$ cat src/rtl/counter_arbiter_if.sv
// rtl/counter_arbiter_if.sv - request/grant bundle between two requesters and the shared counter
interface counter_arbiter_if #(
  parameter int CNT_W = 3
);
  logic             req0;
  logic             req1;
  logic             dir0;
  logic             dir1;
  logic [CNT_W-1:0] steps0;
  logic [CNT_W-1:0] steps1;
  logic             gnt0;
  logic             gnt1;
  logic             done0;
  logic             done1;
  logic             busy;
  logic             mode;
  logic [CNT_W-1:0] count;

  modport master (
    output req0, req1, dir0, dir1, steps0, steps1,
    input  gnt0, gnt1, done0, done1, busy, mode, count
  );

  modport slave (
    input  req0, req1, dir0, dir1, steps0, steps1,
    output gnt0, gnt1, done0, done1, busy, mode, count
  );
endinterface

$ cat src/rtl/counter_arbiter.sv
// rtl/counter_arbiter.sv - round-robin arbiter sharing one wrap-around up/down counter
module counter_arbiter #(
  parameter int CNT_W = 3
) (
  input logic              clk,
  input logic              reset,
  counter_arbiter_if.slave bus
);

  typedef enum logic [1:0] {IDLE, RUN, DONE} state_t;

  localparam logic [CNT_W-1:0] ONE = {{(CNT_W-1){1'b0}}, 1'b1};

  state_t           state;
  state_t           state_nxt;
  logic             grant;
  logic             grant_id;
  logic             owner;
  logic             ptr;
  logic             mode;
  logic [CNT_W-1:0] remaining;
  logic [CNT_W-1:0] count;

  always_ff @(posedge clk) begin
    if (reset) begin
      state <= IDLE;
    end else begin
      state <= state_nxt;
    end
  end

  always_comb begin
    state_nxt = state;
    grant     = 1'b0;
    grant_id  = ptr;
    case (state)
      IDLE: begin
        if (bus.req0 || bus.req1) begin
          grant     = 1'b1;
          grant_id  = (bus.req0 && bus.req1) ? ptr : bus.req1;
          state_nxt = RUN;
        end
      end
      RUN: begin
        // remaining of 1 hits zero this edge; 0 means a zero-step request
        if (remaining <= ONE) begin
          state_nxt = DONE;
        end
      end
      DONE: state_nxt = IDLE;
      default: state_nxt = IDLE;
    endcase
  end

  always_ff @(posedge clk) begin
    if (reset) begin
      owner     <= 1'b0;
      ptr       <= 1'b0;
      mode      <= 1'b0;
      remaining <= '0;
      count     <= '0;
    end else begin
      if (grant) begin
        owner     <= grant_id;
        ptr       <= ~grant_id;
        mode      <= grant_id ? bus.dir1 : bus.dir0;
        remaining <= grant_id ? bus.steps1 : bus.steps0;
      end
      if (state == RUN && remaining != '0) begin
        count     <= mode ? count + ONE : count - ONE;
        remaining <= remaining - ONE;
      end
    end
  end

  assign bus.gnt0  = (state != IDLE) && !owner;
  assign bus.gnt1  = (state != IDLE) && owner;
  assign bus.done0 = (state == DONE) && !owner;
  assign bus.done1 = (state == DONE) && owner;
  assign bus.busy  = (state != IDLE);
  assign bus.mode  = mode;
  assign bus.count = count;

endmodule

$ cat src/flat_wrapper.sv
// flat-port wrapper written by rule: the top's interface ports become plain ports
module counter_arbiter_flat 
#(
  parameter int CNT_W = 3
)
  (clk, reset, bus_req0, bus_req1, bus_dir0, bus_dir1, bus_steps0, bus_steps1, bus_gnt0, bus_gnt1, bus_done0, bus_done1, bus_busy, bus_mode, bus_count);
  counter_arbiter_if #(.CNT_W(CNT_W)) bus_i ();
  input logic clk;
  input logic reset;
  input wire logic [$bits(bus_i.req0)-1:0] bus_req0;
  input wire logic [$bits(bus_i.req1)-1:0] bus_req1;
  input wire logic [$bits(bus_i.dir0)-1:0] bus_dir0;
  input wire logic [$bits(bus_i.dir1)-1:0] bus_dir1;
  input wire logic [$bits(bus_i.steps0)-1:0] bus_steps0;
  input wire logic [$bits(bus_i.steps1)-1:0] bus_steps1;
  output wire logic [$bits(bus_i.gnt0)-1:0] bus_gnt0;
  output wire logic [$bits(bus_i.gnt1)-1:0] bus_gnt1;
  output wire logic [$bits(bus_i.done0)-1:0] bus_done0;
  output wire logic [$bits(bus_i.done1)-1:0] bus_done1;
  output wire logic [$bits(bus_i.busy)-1:0] bus_busy;
  output wire logic [$bits(bus_i.mode)-1:0] bus_mode;
  output wire logic [$bits(bus_i.count)-1:0] bus_count;
  assign bus_i.req0 = bus_req0;
  assign bus_i.req1 = bus_req1;
  assign bus_i.dir0 = bus_dir0;
  assign bus_i.dir1 = bus_dir1;
  assign bus_i.steps0 = bus_steps0;
  assign bus_i.steps1 = bus_steps1;
  assign bus_gnt0 = bus_i.gnt0;
  assign bus_gnt1 = bus_i.gnt1;
  assign bus_done0 = bus_i.done0;
  assign bus_done1 = bus_i.done1;
  assign bus_busy = bus_i.busy;
  assign bus_mode = bus_i.mode;
  assign bus_count = bus_i.count;
  counter_arbiter #(.CNT_W(CNT_W)) u_core (.clk(clk), .reset(reset), .bus(bus_i));
endmodule
$ cat config.mk
export PLATFORM = sky130hd
export DESIGN_NAME = counter_arbiter_flat
export DESIGN_NICKNAME = d
export VERILOG_FILES = /design/src/rtl/counter_arbiter_if.sv /design/src/rtl/counter_arbiter.sv /design/src/flat_wrapper.sv
export SDC_FILE = /design/constraint.sdc
export NUM_CORES = 1
export LEC_CHECK = 0
export CAP_MARGIN = 5
export CORE_MARGIN = 3
export CORE_UTILIZATION = 31
export CTS_CLUSTER_DIAMETER = 150
export DETAILED_ROUTE_END_ITERATION = 16
export GPL_ROUTABILITY_DRIVEN = 0
export MAX_ROUTING_LAYER = met4
export PLACE_DENSITY_LB_ADDON = 0.1
export REMOVE_ABC_BUFFERS = 1
export SYNTH_ARGS = -nofsm -noshare
export SYNTH_HDL_FRONTEND = slang
export SYNTH_SLANG_ARGS = --single-unit
$ cat constraint.sdc
create_clock -name clk -period 1.72 [get_ports clk]
set_input_delay 0.516 -clock clk [delete_from_list [all_inputs] [get_ports clk]]
set_output_delay 0.516 -clock clk [all_outputs]
set_load 0.02 [all_outputs]
==> impl_metrics.tcl <==
set metrics [dict create \
    wl_per_cell_um 11.5 \
    die_w_um 53.9 \
    status "finished clean" \
    cp.required_ns 1.20 \
    post_dp_cell_area_um2 981 \
    boundaryPins 21 \
    slew_violations 0 \
    clk_path_buf_depth 2 \
    antenna_left 0 \
    synth.avg_cell_area_um2 9.00 \
    antenna_found_initial 0 \
    ys.flop_type "dfxtp_1" \
    leakagePower_nw 0.422 \
    hold_viol 0 \
    cts_tree "built" \
    async_reset_ff_share_pct 0 \
    endpoint_kind "output pin" \
    fin_area_mm2 0.00101 \
    top_usage_layer "met2" \
    fin_nets 125 \
    tns_ns 0 \
    timing.fmax_mhz 600 \
    drive_above_1_share_pct 25.0 \
    cts_setup_buffers 0 \
    slew_headroom_pct 77.6 \
    cp-start-kind "flip-flop" \
    finalPower_mw 1.14 \
    hold_class "flip-flop to flip-flop" \
    ys_warn_count 0 \
    maxCapViolCount 0 \
    cts_root_buf "clkbuf_4" \
    grt_max_degree 12 \
    syn_to_final_growth_pct 41.5 \
    cp_slowest_stage_delay_ns 0.33 \
    worst_pin_slew_ns 0.331 \
    rows 16 \
    dp_slack_ns -0.259 \
    htreeDepth 1 \
    post-synth-top-area-fraction_pct 31.0 \
    dieArea_mm2 0.00290 \
    syn_area_um2 711 \
    drt_pass1_iterations 3 \
    synth_top_cell_by_area "dfxtp_1" \
    fp.coreArea_mm2 0.00206 \
    path_class "flip-flop to output pin" \
    dp_hpwl_mm 1.27 \
    gr-usage-met2_pct 18.5 \
    finalCritPeriodShare_pct 96.9 \
    setup_violations 0 \
    synth_seq_cells 11 \
    critPathTopFamily "simple AND/OR/NAND/NOR gates" \
    synth-edff-count 0 \
    grtUsageMet1_pct 16.1 \
    num_vias 642 \
    rsz0062_at_grt "false" \
    final_util_pct 48.8 \
    drc 0 \
    synth_area_leaders "dfxtp_1 31%, ha_1 5.3%, nor2_1 3.7%" \
    grt_pass1_wl_mm 2.55 \
    initialDrtViolationCount 5 \
    grt-ovfl-total 0 \
    crit_buf_inv 1 \
    stdcell_count 135 \
    start_util_pct 34.5 \
    path_clk_slew_ns 0.06 \
    met3_usage_pct 4.99 \
    dp.cells 131 \
    fin_crit_ns 1.67 \
    cp_max_fo 4 \
    io_buffers 20 \
    wirelength_mm 1.55 \
    timing.final.ws_setup_ns 0.0529 \
    crit_chain "or2_4 > and2_1 > buf_2" \
    ys_seq_area_share_pct 31.0 \
    diodes 0 \
    power_density_mw_per_mm2 1130 \
    vias_per_cell 4.76 \
    grt_pass1_vias 567 \
    die_h_um 53.9 \
    clock-sinks 11 \
    worstPathArrival_ns 1.15 \
    cts_buffers 3 \
    fin_worst_skew_ns 0.00426 \
    slowest_stage "dfxtp_1" \
    gr-usage-all-layers_pct 12.6 \
    insertion_delay_ns 0.27 \
    synth_cell_types 39 \
    fin_hold_ws_ns 0.517 \
    synthCells 79 \
    ir_drop_uv 625 \
]
-- layout make-up --
cell class / instances / area (um^2)
inverters: 5 / 18.8
well taps: 27 / 33.8
fillers: 227 / 1060
clock buffers: 4 / 26.3
multi-input cells: 59 / 459
repair buffers: 29 / 248
flip-flops and latches: 11 / 220
-- power by group --
group          switching, mW  leakage, nW  internal (mW)
Clock                 0.0833       0.0150         0.0897
Combinational          0.302        0.316          0.282
Sequential            0.0606       0.0907          0.318
-- state kept, by name, indices dropped and copies added, names as in the netlist --
name / flops
u_core.ptr: 1
u_core.remaining: 3
u_core.bus.count: 3
u_core.owner: 1
u_core.state: 2
u_core.bus.mode: 1
-- layer usage --
| metal | vias up | part of all wire, % |
|---|---|---|
| met5 | - | 0 |
| met2 | 18 | 44 |
| li1 | 339 | - |
| met4 | 0 | 0.58 |
| met3 | 2 | 7.0 |
| met1 | 283 | 49 |
-- tightest hold or removal path, delay by kind of cell, from the launching register on --
| kind | cells | cell delay, ns |
|---|---|---|
| and+or+nand+nor | 1 | 0.07 |
| DFF | 1 | 0.35 |
| xor gates and xnor gates | 1 | 0.07 |
-- cells by family (layout without fill, tap and decap cells) --
family	after synthesis	count (layout)	synth area share (%)
simple gates	30	30	26.1
fa+ha+maj	4	4	8.10
buf+inv	9	38	7.04
xor+xnor	3	3	3.70
compound gates	21	21	22.7
flops	11	11	31.0
mux	1	1	1.41
-- synth_stat cells, types with 2 or more instances --
cell type,n
dfxtp_1,11
nor2_1,7
inv_1,5
nand3_1,5
o21ai_0,4
a31oi_1,3
ha_1,3
a21oi_1,2
and2_1,2
buf_6,2
nand2b_1,2
nor3_1,2
nor3b_1,2
o2111ai_1,2
o221ai_1,2
xnor2_1,2
-- layout by cell type (no fill, tap or decap), drive strengths merged, types with 2 or more instances in the layout --
cell and count:
a21oi 3, a31oi 3, and2 2, buf 11, clkbuf 5, clkdlybuf4s15 2, clkdlybuf4s50 11, dfxtp 11
dlygate4sd2 4, ha 3, inv 5, nand2b 2, nand3 6, nor2 8, nor3 2, nor3b 2
o2111ai 2, o21ai 4, o221ai 2, or2 2, xnor2 2
-- final timing paths --
path                                                       start  cells after the start                          endpoint  slack, ns
worst max register to register  u_core.remaining[0]$_SDFFE_PP0P_                      6  u_core.remaining[1]$_SDFFE_PP0P_       0.22
worst min register to register  u_core.bus.count[2]$_SDFFE_PP0P_                      2  u_core.bus.count[2]$_SDFFE_PP0P_       0.52
worst min-delay path            u_core.bus.count[2]$_SDFFE_PP0P_                      2  u_core.bus.count[2]$_SDFFE_PP0P_       0.52
worst max-delay path                u_core.state[1]$_SDFFE_PP0P_                      3                          bus_gnt1       0.05
-- what timing repair did --
item	in CTS	in global routing
gates resized for setup	15	9
pin swaps	0	2
endpoints found under the hold margin	0	0
endpoints found under the setup margin	9	7
hold buffers	0	0
(Power assumes the default switching activity.)
